--- src/rtl/stopwatch_ctrl.sv ---
// Stopwatch control: synchronizes and debounces two active-low keys, runs the
// IDLE/RUN/LAP/PAUSE state machine and divides clk down to a 10 ms count tick.
module stopwatch_ctrl #(
    parameter int unsigned DELAY_TIME = 5000000,
    parameter int unsigned TICK_DIV   = 500000
) (
    input  logic       clk,
    input  logic       key_reset,
    input  logic       key_start_pause,
    input  logic       key_display_stop,
    output logic       count_en,
    output logic       count_clr,
    output logic       tick_10ms,
    output logic       disp_hold,
    output logic [1:0] state
);

    typedef enum logic [1:0] {
        IDLE  = 2'b00,
        RUN   = 2'b01,
        LAP   = 2'b11,
        PAUSE = 2'b10
    } state_t;

    localparam int CW = (DELAY_TIME > 1) ? $clog2(DELAY_TIME) : 1;
    localparam logic [CW-1:0] DLY_LAST = CW'(DELAY_TIME - 1);
    localparam logic [31:0]   DIV_LAST = 32'(TICK_DIV - 1);

    // Bit 0 carries the start/pause key, bit 1 the lap/clear key.
    logic [1:0]    rawKey;
    logic [1:0]    sync1_q;
    logic [1:0]    sync2_q;
    logic [1:0]    deb_q;
    logic [1:0]    deb_d;
    logic [CW-1:0] stab_q [2];
    logic [CW-1:0] stab_d [2];
    logic [1:0]    pressEvt_q;
    logic [1:0]    pressEvt_d;

    state_t        state_q;
    state_t        state_d;
    logic          countEn_q;
    logic          dispHold_q;
    logic          countClr_q;
    logic          clr_d;
    logic [31:0]   div_q;
    logic [31:0]   div_d;
    logic          startEvt;
    logic          dispEvt;

    assign rawKey = {key_display_stop, key_start_pause};

    always_comb begin
        deb_d = deb_q;
        for (int k = 0; k < 2; k++) begin
            stab_d[k] = '0;
            if (sync2_q[k] != deb_q[k]) begin
                if (stab_q[k] == DLY_LAST) begin
                    deb_d[k] = sync2_q[k];
                end else begin
                    stab_d[k] = stab_q[k] + 1'b1;
                end
            end
        end
        pressEvt_d = deb_q & ~deb_d;
    end

    always_ff @(posedge clk) begin
        if (!key_reset) begin
            sync1_q    <= 2'b11;
            sync2_q    <= 2'b11;
            deb_q      <= 2'b11;
            stab_q[0]  <= '0;
            stab_q[1]  <= '0;
            pressEvt_q <= 2'b00;
        end else begin
            sync1_q    <= rawKey;
            sync2_q    <= sync1_q;
            deb_q      <= deb_d;
            stab_q[0]  <= stab_d[0];
            stab_q[1]  <= stab_d[1];
            pressEvt_q <= pressEvt_d;
        end
    end

    assign startEvt = pressEvt_q[0];
    assign dispEvt  = pressEvt_q[1];

    // Start is tested first in every state so it wins a same-cycle collision.
    always_comb begin
        state_d = state_q;
        clr_d   = 1'b0;
        case (state_q)
            IDLE: begin
                if (startEvt) state_d = RUN;
            end
            RUN: begin
                if (startEvt)     state_d = PAUSE;
                else if (dispEvt) state_d = LAP;
            end
            LAP: begin
                if (startEvt)     state_d = PAUSE;
                else if (dispEvt) state_d = RUN;
            end
            PAUSE: begin
                if (startEvt) begin
                    state_d = RUN;
                end else if (dispEvt) begin
                    state_d = IDLE;
                    clr_d   = 1'b1;
                end
            end
            default: state_d = IDLE;
        endcase
    end

    // Outputs decode the next state so they line up with the state register.
    always_ff @(posedge clk) begin
        if (!key_reset) begin
            state_q    <= IDLE;
            countEn_q  <= 1'b0;
            dispHold_q <= 1'b0;
            countClr_q <= 1'b0;
        end else begin
            state_q    <= state_d;
            countEn_q  <= (state_d == RUN) || (state_d == LAP);
            dispHold_q <= (state_d == LAP);
            countClr_q <= clr_d;
        end
    end

    always_comb begin
        div_d = div_q;
        if (clr_d) begin
            div_d = '0;
        end else if (countEn_q) begin
            div_d = (div_q == DIV_LAST) ? 32'd0 : div_q + 32'd1;
        end
    end

    always_ff @(posedge clk) begin
        if (!key_reset) begin
            div_q <= '0;
        end else begin
            div_q <= div_d;
        end
    end

    assign tick_10ms = countEn_q & (div_q == DIV_LAST) & ~countClr_q & key_reset;
    assign count_en  = countEn_q;
    assign count_clr = countClr_q;
    assign disp_hold = dispHold_q;
    assign state     = state_q;

endmodule
--- config.mk ---
export PLATFORM = sky130hd
export DESIGN_NAME = stopwatch_ctrl
export DESIGN_NICKNAME = d
export VERILOG_FILES = /design/src/rtl/stopwatch_ctrl.sv
export SDC_FILE = /design/constraint.sdc
export NUM_CORES = 1
export LEC_CHECK = 0
export ABC_AREA = 1
export BUFFER_PORTS_ARGS = -buffer_cell sky130_fd_sc_hd__buf_2
export CAP_MARGIN = 20
export CORE_MARGIN = 1.5
export CORE_UTILIZATION = 55
export DETAILED_ROUTE_END_ITERATION = 12
export PLACE_DENSITY_LB_ADDON = 0.1
export SLEW_MARGIN = 20
export SYNTH_ARGS = -nofsm -noshare
export SYNTH_HDL_FRONTEND = slang
export SYNTH_SLANG_ARGS = --single-unit
--- constraint.sdc ---
create_clock -name clk -period 1.9 [get_ports clk]
set_clock_uncertainty 0.2 [all_clocks]
set_input_delay 0.19 -clock clk [delete_from_list [all_inputs] [get_ports clk]]
set_output_delay 0.19 -clock clk [all_outputs]
set_load 0.1 [all_outputs]
# Word-level counts from Yosys, hierarchy flattened
# Memories as Yosys holds them, arrays and structs flattened.
# Cells that the tools add are included.
# word_totals
regBits	45
ramBits	46
input_bits	4
out_inout_bits	6
wordCells	59
mem_count	1
# classes
n_addsub	3
eq_ne	10
muxes	24
bitwise	9
n_reduce_logical	3
# mem_list
memory	depth	width	rd	rd_ports_with_merged_regs	wr	line	rtl
stab_q	2	23	2	0	2	35	logic [CW-1:0] stab_q [2];
# op_table
operator	count
two-way mux 23 bit	6
adder 23 x 1 -> 23 bit (second input constant)	2
== test 23 bit (second input constant)	2
adder 32 x 1 -> 32 bit (second input constant)	1
== test 32 x 19 -> 1 bit (second input constant)	1
two-way mux 32 bit	1
two-way mux 2 bit	7
two-way mux 1 bit	9
case mux 2 bit (4 select lines)	1
== test 2 bit (second input constant)	3
== test 2 x 1 -> 1 bit (second input constant)	2
bitwise AND 1 bit	3
bitwise AND 2 bit	1
zero test 2 bit	1
inequality test 1 bit	2
inverter 1 bit	2
inverter 2 bit	1
OR 1 bit	2
OR reduction 2 bit	1
logical OR 1 bit	1

# Longest topological paths before layout
# Gate-level depths: netlist (run 1).
# depth
word_depth	5
ltp_mapped	10
depth_no_buf	10

# Worst setup path after synthesis (run 1)
# OpenSTA, ideal clock, no wires.
# synth_timing
kind	reg-to-output
startpoint	reg countEn_q, in the netlist count_en
endpoint	out tick_10ms
arrival_time_ns	3.673
t_required_ns	1.510
path_slack_ns	-2.163
stages_incl_launch_ff	8
n_path_buf	1
cell_sequence	dfxtp_1 buf_4 inv_2 nor2_1 nand2_1 nor2_1 nand4_1 nor3_1
# synth_between
elab_chain_cells	3
# synth_lines
element	line	rtl
start, declared	42	logic countEn_q;
start signal, assigned	126	countEn_q <= (state_d == RUN) || (state_d == LAP);
bitwise AND 1 bit (3 in series)	149	assign tick_10ms = countEn_q & (div_q == DIV_LAST) & ~countClr_q & key_reset;
end, declared	13	output logic tick_10ms,
# No other way between the ends.

# Worst setup path after layout (run 1)
# layout_timing
startpoint	reg div_q[1]
endpoint	out tick_10ms
# layout_between
elab_chain_cells	4
# layout_lines
element	line	rtl
start, declared	46	logic [31:0] div_q;
start signal, assigned	145	div_q <= div_d;
== test 32 x 19 -> 1 bit	149	
bitwise AND 1 bit (3 in series)	149	
# No other way between the ends.

==> results of run 1 <==
[worst max-delay path: stages (launching register included)]
cell and delay (ns):
dfxtp_2 0.36, ha_4 0.15, nand2_4 0.05, inv_2 0.07
nand2_2 0.06, nor2_4 0.08, nand4_1 0.15, nor3_4 0.20
buf_12 0.20
[power by group]
| part | total (mW) | switching (mW) | leakage [nW] | internal [mW] |
|---|---|---|---|---|
| clock network | 1.51 | 0.726 | 0.117 | 0.781 |
| registers | 1.91 | 0.00270 | 0.738 | 1.91 |
| logic | 0.0630 | 0.0378 | 1.07 | 0.0252 |
| total | 3.48 | 0.766 | 1.93 | 2.72 |
[sequential cells by signal, summed over array words and instances, names as in the netlist]
signal / cells
sync2_q: 2
disp_hold: 1
pressEvt_q: 2
state: 2
count_en: 1
stab_q: 46
div_q: 32
deb_q: 2
count_clr: 1
sync1_q: 2
[layout by cell type (no fill, tap or decap), types with 2 or more instances in the layout]
master	count
clkbuf_8	10
buf_4	17
nor2_2	12
nand2_4	3
nor2_4	5
nand4_1	18
dfxtp_1	83
nand3b_1	9
o21ai_0	8
nor2_1	176
clkinv_2	2
bufinv_16	2
buf_12	3
nand2_2	6
inv_4	2
dfxtp_2	7
nand3_1	39
inv_1	71
o21bai_1	3
dlygate4sd3_1	3
a21oi_1	31
buf_2	8
xnor2_1	10
nand2_1	191
xor2_1	16
nor3_1	9
or2_2	6
inv_2	2
nand3_2	2
[area by class of cell]
type / instances / area (um2) / share of cell area (%)
inverters: 76 / 290 / 5.39
multi-input cells: 554 / 2620 / 48.7
well taps: 105 / 131 / 2.44
flip-flops and latches: 91 / 1830 / 34.1
clock inverters: 6 / 87.6 / 1.63
repair buffers: 32 / 283 / 5.25
clock buffers: 10 / 138 / 2.56
[routing by layer]
metal,GRT usage [%],routed length (um),vias up
met5,0,0,-
li1,-,-,2350
met3,3.27,466,26
met2,44.1,5310,130
met4,9.56,232,0
met1,32.6,5090,2099
[through the flow]
step           std cells  TNS (ns)  power (mW)  cell area (um2)  utilization [%]
2_1_floorplan        728    -0.440        1.99             4730                -
3_3_place_gp         853         0        2.01             5030             60.9
3_5_place_dp         853         0        2.01             5030             60.9
4_1_cts              873    -0.215        3.49             5320             64.4
5_1_grt              874    -0.322        3.56             5380             65.2
6_report             874    -0.183        3.48             5380             65.2
[logic make-up (layout without fill, tap and decap cells)]
group	Yosys count	in the layout	share of synthesized area, %
compound gates	45	45	5.12
mux	1	1	0.212
flops	91	91	38.7
xor+xnor	26	26	4.83
simple gates	479	479	43.1
fa+ha+maj	3	3	0.796
buf+inv	83	124	7.25
[final timing paths]
path	start	to	slack, ns	cells after the start
worst max-delay path	div_q[1]	tick_10ms	-0.18	8
worst min-delay path	key_reset	sync2_q[1]	0.11	3
worst max register to register	div_q[2]	div_q[21]	0.15	7
worst min register to register	sync1_q[0]	sync2_q[0]	0.22	1
[repair_timing]
action | 4_1_cts | 5_1_grt
hold buffers | 3 | 0
resized for setup | 8 | 15
pin swaps | 3 | 2
hold endpoints to repair | 6 | 0
buffers inserted | 1 | 0
setup endpoints to repair | 1 | 33
cloned | 0 | 1
==> impl_metrics.tcl, run 1 <==
set metrics [dict create \
    outcome "finished with violations" \
    path_class "reg -> out" \
    fp.dieH_um 95.6 \
    start_kind "flip-flop" \
    vias 4605 \
    worstPathArrival_ns 1.69 \
    timing.final.ws_setup_ns -0.183 \
    synth_edf_count 0 \
    period_share_pct 110 \
    synth-main-ff-cell "dfxtp_1" \
    firstDrtPassIters 5 \
    numCtsBuffers 9 \
    cts.sink_count 91 \
    drt-initial-drc-count 197 \
    boundaryPins 10 \
    grt_max_degree 24 \
    hold_viol 0 \
    timing.hold.ws_ns 0.109 \
    synth-seq-area-share_pct 38.7 \
    holdCritPathClass "in -> reg" \
    htreeDepth 3 \
    fp.coreArea_mm2 0.00826 \
    synth.most_common_cell "nand2_1" \
    yosysTopAreaCell "dfxtp_1" \
    synth_area_leaders "dfxtp_1 39%, nand2_1 16%, nor2_1 14%, inv_1 5.7%, nand3_1 4.1%" \
    ys_types 33 \
    drc 0 \
    antenna-diode-count 0 \
    avgViaCountPerCell 5.27 \
    row_count 33 \
    synthDominantCellAreaShare_pct 38.7 \
    ys_warn_count 0 \
    grt_use_total_pct 25.7 \
    die_w_um 95.6 \
    dieArea_mm2 0.00913 \
    place.gp.congestion 0.935 \
    route.detailed.wl_per_inst_um 12.7 \
    area_growth_pct 14.2 \
    netlist_instances 728 \
    syn_area_mm2 0.00471 \
    max_freq_ghz 0.480 \
    power_leakage_nw 1.93 \
    rsz0062_at_grt "true" \
    fin_nets 771 \
    clock_latency_ns 0.36 \
    hpwl_um 8060 \
    n_fill_cell 774 \
    setup_violations 1 \
    powerDensity_mw_per_mm2 647 \
    cp_data_required_time_ns 1.51 \
    start_util_pct 57.1 \
    io_buffers 9 \
    crit_fanout 2 \
    ys_async_sr_fraction_pct 0 \
    antenna_found_initial 0 \
    end_kind "output port" \
    synth-seq-cells 91 \
    syn_avg_cell_area_um2 6.47 \
    clock_path_buffers 2 \
    clkTransAtPathRegs_ns 0.09 \
    synth_common_cells "195 x nand2_1, 181 x nor2_1, 91 x dfxtp_1" \
    post_route_cells_drive_above_1_share_pct 12.4 \
    min_period_ns 2.08 \
    ir_worst_vdd_v 0.000482 \
    wl_um 11100 \
    drv_slew 0 \
    grt_pass1_wl_um 18500 \
    tightest_slew_ns 0.496 \
    maxCapViolCount 0 \
    slew-limit-headroom_pct 67.2 \
    grt_pass1_vias 4257 \
    syn-num-nets 735 \
    violations "negative setup slack" \
    cts_tree "yes" \
    dpl_worst_slack_ns 0.0477 \
    ant_nets 0 \
    cts-root-buf "clkbuf_8" \
    overflow 0 \
]
(Power assumes the default switching activity.)
==> run 2, diff against run 1 <==
Settings changed: RECOVER_POWER from default to 50.
==> run 2 against run 1 <==
Effect of this change: the run still ends with negative setup slack left; register-to-register slack worse by 0.09 ns; total power down 0.32%; via count fell by 0.80%; global-route usage unchanged; combinational power down 1%; clock power is essentially flat; final cell count stayed put; setup slack better by 0.0029 ns; critical path type unchanged; count of clock-buffer cells in the layout unchanged; sequential cell count unchanged.
==> impl_metrics.tcl, run 2 (same netlist as run 1, synthesis figures left out) <==
set metrics [dict create \
    outcome "finished with violations" \
    violations "negative setup slack" \
    place_area_mm2 0.00503 \
    row_count 33 \
    post_route_cells_drive_above_1_share_pct 11.7 \
    clock_path_buffers 2 \
    vias 4568 \
    worstPathArrival_ns 1.69 \
    timing.final.ws_setup_ns -0.180 \
    boundaryPins 10 \
    hold_viol 0 \
    worstPathCellList "ha_4 > nand2_4 > inv_2 > nand2_2 > nor2_4 > nand4_1 > nor3_4 > buf_12" \
    cts_tree "yes" \
    ant_nets 0 \
    cp_slowest_cell "dfxtp_2" \
    most-common-layout-cells "191 x nand2_1, 178 x nor2_1, 84 x dfxtp_1" \
    reg2reg_depth 9 \
    area_growth_pct 13.8 \
    mostFrequentLayoutCell "nand2_1" \
    slew-limit-headroom_pct 63.7 \
    numCtsBuffers 9 \
    fp.coreArea_mm2 0.00826 \
    hold-path-cell-count 3 \
    cpPeakStageDelay_ns 0.36 \
    hpwl_um 8060 \
    tightest_slew_ns 0.547 \
    fin_nets 771 \
    wl_um 11100 \
    end_kind "output port" \
    overflow 0 \
    holdCritPathClass "in -> reg" \
    cts.sink_count 91 \
    grt_pass1_wl_um 18500 \
    drc 0 \
    grt_pass1_vias 4257 \
    min_period_ns 2.08 \
    drv_slew 0 \
    cp_num_cells 8 \
    drt-initial-drc-count 225 \
    antenna_found_initial 0 \
    htreeDepth 3 \
    top_regs "stab_q x46, div_q x32" \
    path_class "reg -> out" \
    route.detailed.wl_per_inst_um 12.7 \
    setup_violations 1 \
    seq_area_mm2 0.00183 \
    fp.dieH_um 95.6 \
    cp_data_required_time_ns 1.51 \
    grt_max_degree 24 \
    final_area_mm2 0.00536 \
    max_freq_ghz 0.481 \
    period_share_pct 109 \
    avgViaCountPerCell 5.23 \
    io_buffers 9 \
    place.gp.congestion 0.935 \
    dieArea_mm2 0.00913 \
    powerDensity_mw_per_mm2 647 \
    largest_register "stab_q" \
    multiInputGateArea_mm2 0.00260 \
    maxCapViolCount 0 \
    crit_buf_inv 2 \
    clock_latency_ns 0.36 \
    n_fill_cell 775 \
    grt_use_total_pct 25.7 \
    die_w_um 95.6 \
    critical_path.top_delay_family "simple AND/OR/NAND/NOR gates" \
    largest_reg_flops 46 \
    rsz0062_at_grt "true" \
    crit_fanout 2 \
    power_leakage_nw 1.92 \
    clkTransAtPathRegs_ns 0.09 \
    p_total_mw 3.47 \
    firstDrtPassIters 5 \
    ir_worst_vdd_v 0.000482 \
    start_kind "flip-flop" \
    antenna-diode-count 0 \
    cts-root-buf "clkbuf_8" \
    start_util_pct 57.1 \
]
[run 2: area by class of cell]
cell class	count	share of cell area [%]
Tap cell	105	2.45
Clock inverter	6	1.63
Clock buffer	10	2.57
Inverter	76	5.37
Multi-Input combinational cell	554	48.6
Sequential cell	91	34.2
Timing Repair Buffer	32	5.23
[run 2: where the power goes]
part,leakage (nW),total [mW],switching (mW),internal [mW]
registers,0.738,1.91,0.00268,1.91
logic,1.07,0.0622,0.0376,0.0246
clock network,0.117,1.50,0.716,0.781
[run 2: layer usage]
metal | GRT usage (%) | wire [um] | vias up
li1 | - | - | 2350
met1 | 32.6 | 5130 | 2085
met2 | 44.1 | 5300 | 109
met3 | 3.27 | 412 | 24
met4 | 9.56 | 223 | 0
met5 | 0 | 0 | -
[run 2: path summary, 6_finish.rpt]
kind,startpoint,end,slack [ns]
min reg2reg,sync1_q[0],sync2_q[0],0.22
min,key_reset,sync1_q[0],0.10
max,div_q[1],tick_10ms,-0.18
max reg2reg,stab_q[0][1],stab_q[0][6],0.06
[run 2: metrics by stage]
step / utilization [%] / TNS [ns] / hold slack [ns] / std cells / setup WS (ns)
CTS: 64.4 / -0.215 / 0.108 / 873 / -0.215
finish: 64.9 / -0.180 / 0.101 / 874 / -0.180
floorplan: - / -0.440 / 0.0966 / 728 / -0.440
global route: 64.9 / -3.10 / 0.131 / 874 / -0.322
global placement: 60.9 / 0 / 0.180 / 853 / 0.0672
detailed placement: 60.9 / 0 / 0.182 / 853 / 0.0477
[run 2: timing repair]
| action | 4_1_cts | 5_1_grt |
|---|---|---|
| gates resized for setup | 8 | 15 |
| endpoints found under the setup margin | 1 | 33 |
| cloned | 0 | 1 |
| pin swaps | 3 | 2 |
| setup buffers | 1 | 0 |
| hold buffers | 3 | 0 |
| hold endpoints to repair | 6 | 0 |
[run 2: worst register-to-register path: stages, from the launching register on]
cell       delay [ns]
dfxtp_1          0.35
ha_2             0.20
nand3_2          0.09
inv_1            0.17
nand2_1          0.11
nor2_1           0.13
nand3_1          0.12
nand2_2          0.15
clkbuf_16        0.18
a21oi_1          0.04
==> run 3, diff against run 2 <==
Settings changed: MAX_ROUTING_LAYER from default to met4.
==> run 3 against run 2 <==
Effect of this change: the flow still finishes with violations (negative setup slack); fmax fell by 0.44%; global-route usage rose by 0.76 points; sequential cell count did not move; setup slack got worse by 0.0093 ns; core utilization barely moved; via count barely moved; die area did not move; wire length fell by 0.41%; final cell count rose by 0.57%; combinational power rose by 3%; non-clock buffer count rose by 5; hold slack got worse by 0.021 ns; critical endpoint unchanged.
==> impl_metrics.tcl, run 3 (same netlist as run 1, synthesis figures left out) <==
set metrics [dict create \
    outcome "finished with violations" \
    violations "negative setup slack" \
    vias 4571 \
    fin_cells 879 \
    start_kind "flip-flop" \
    setup_violations 13 \
    row_count 33 \
    die_w_um 95.6 \
    hpwl_um 7990 \
    slew-limit-headroom_pct 63.4 \
    max_freq_ghz 0.479 \
    min_period_ns 2.09 \
    rsz0062_at_grt "true" \
    hold_path_end "sync2_q[0]" \
    antenna-diode-count 0 \
    dieArea_mm2 0.00913 \
    drv_slew 0 \
    fin_nets 776 \
    place.gp.congestion 0.955 \
    reg2reg_slack_ns -0.14 \
    wl_um 11000 \
    worstPathArrival_ns 1.70 \
    power_leakage_nw 1.93 \
    seq_area_mm2 0.00183 \
    rr_startpoint "div_q[1]" \
    largest_register "stab_q" \
    firstDrtPassIters 5 \
    ant_nets 0 \
    grt_pass1_wl_um 18400 \
    drt-initial-drc-count 258 \
    numCtsBuffers 9 \
    dp_cells 853 \
    worstPathCellList "ha_4 > nand2_4 > inv_4 > nand2_2 > nor2_2 > nand4_1 > nor3_4 > buf_12" \
    dpl_worst_slack_ns 0.0322 \
    n_fill_cell 766 \
    largest_reg_flops 46 \
    end_kind "output port" \
    crit_fanout 2 \
    ir_worst_vdd_v 0.000397 \
    cpPeakStageDelay_ns 0.36 \
    post_route_cells_drive_above_1_share_pct 11.4 \
    fin_setup_tns_ns -1.41 \
    cp_data_required_time_ns 1.51 \
    clkTransAtPathRegs_ns 0.10 \
    powerDensity_mw_per_mm2 625 \
    antenna_found_initial 0 \
    hold_viol 0 \
    path_class "reg -> out" \
    hp-start "key_reset" \
    period_share_pct 110 \
    grt_pass1_vias 4204 \
    route.detailed.wl_per_inst_um 12.5 \
    critical_path.top_delay_family "simple AND/OR/NAND/NOR gates" \
    drc 0 \
    timing.final.ws_setup_ns -0.189 \
    fp.coreArea_mm2 0.00826 \
    multiInputGateArea_mm2 0.00259 \
    maxCapViolCount 0 \
    boundaryPins 10 \
    io_buffers 9 \
    regToRegEndpoint "div_q[27]" \
    top_regs "stab_q x46, div_q x32" \
    fp.dieH_um 95.6 \
    cts-root-buf "clkbuf_8" \
    overflow 0 \
    crit_buf_inv 2 \
    cts.sink_count 91 \
    htreeDepth 3 \
    reg2reg_depth 15 \
    most-common-layout-cells "194 x nand2_1, 181 x nor2_1, 85 x dfxtp_1" \
    mostFrequentLayoutCell "nand2_1" \
    grt_max_degree 24 \
    holdCritPathClass "in -> reg" \
    start_util_pct 57.1 \
    cp_slowest_cell "dfxtp_2" \
    clock_latency_ns 0.36 \
    avgViaCountPerCell 5.20 \
    clock_path_buffers 2 \
    hold-path-cell-count 3 \
    tightest_slew_ns 0.551 \
    grt_use_total_pct 26.4 \
    area_growth_pct 13.7 \
    cts_tree "yes" \
]
run 3: where the power goes:
part           switching, mW  leakage, nW  total [mW]  internal, mW
combinational         0.0391         1.09      0.0639        0.0248
clock                  0.717        0.107        1.37         0.656
sequential           0.00253        0.737        1.91          1.91
total                  0.759         1.93        3.35          2.59
run 3: timing repair:
| action | 4_1_cts | 5_1_grt |
|---|---|---|
| setup buffers | 6 | 0 |
| hold endpoints to repair | 6 | 0 |
| cloned | 0 | 1 |
| setup endpoints to repair | 1 | 42 |
| hold buffers | 3 | 0 |
| gates resized for setup | 12 | 13 |
| pin swaps | 4 | 1 |
run 3: cell type report:
cell class,count,share of cell area (%)
multi-input combinational,554,48.4
tap,105,2.45
inverter,76,5.42
timing repair buffer,37,5.65
clock buffer,10,2.57
clock inverter,6,1.31
sequential,91,34.2
run 3: through the flow:
step / utilization [%] / area (um2) / hold slack, ns / power, mW
3_3_place_gp: 60.9 / 5030 / 0.180 / 2.01
3_5_place_dp: 60.9 / 5030 / 0.180 / 2.01
6_report: 64.9 / 5360 / 0.0802 / 3.35
5_1_grt: 64.9 / 5360 / 0.0906 / 3.45
2_1_floorplan: - / 4730 / 0.0966 / 1.99
4_1_cts: 64.7 / 5350 / 0.0697 / 3.38
run 3: worst min-delay path: stages:
cell      delay [ns]
buf_2           0.14
clkinv_1        0.16
or2_2           0.13
run 3: per-layer routing:
| layer | routed length, um | part of all wire [%] | global-route usage (%) | up-vias |
|---|---|---|---|---|
| met1 | 4940 | 45 | 32.0 | 2062 |
| met3 | 523 | 4.7 | 4.78 | 29 |
| li1 | - | - | - | 2360 |
| met4 | 251 | 2.3 | 9.68 | 0 |
| met5 | 0 | 0 | - | - |
| met2 | 5300 | 48 | 43.7 | 120 |
run 3: worst max-delay path by stage:
| stage | from | to | slack [ns] | cells past startpoint |
|---|---|---|---|---|
| final | div_q[1] | tick_10ms | -0.19 | 8 |
| after global placement | div_q[0] | tick_10ms | 0.07 | 8 |
| after detailed placement | div_q[0] | tick_10ms | 0.03 | 8 |
| after CTS | div_q[1] | tick_10ms | -0.22 | 8 |
| after floorplan | count_en | tick_10ms | -0.44 | 7 |
| after global routing | div_q[1] | tick_10ms | -0.29 | 8 |
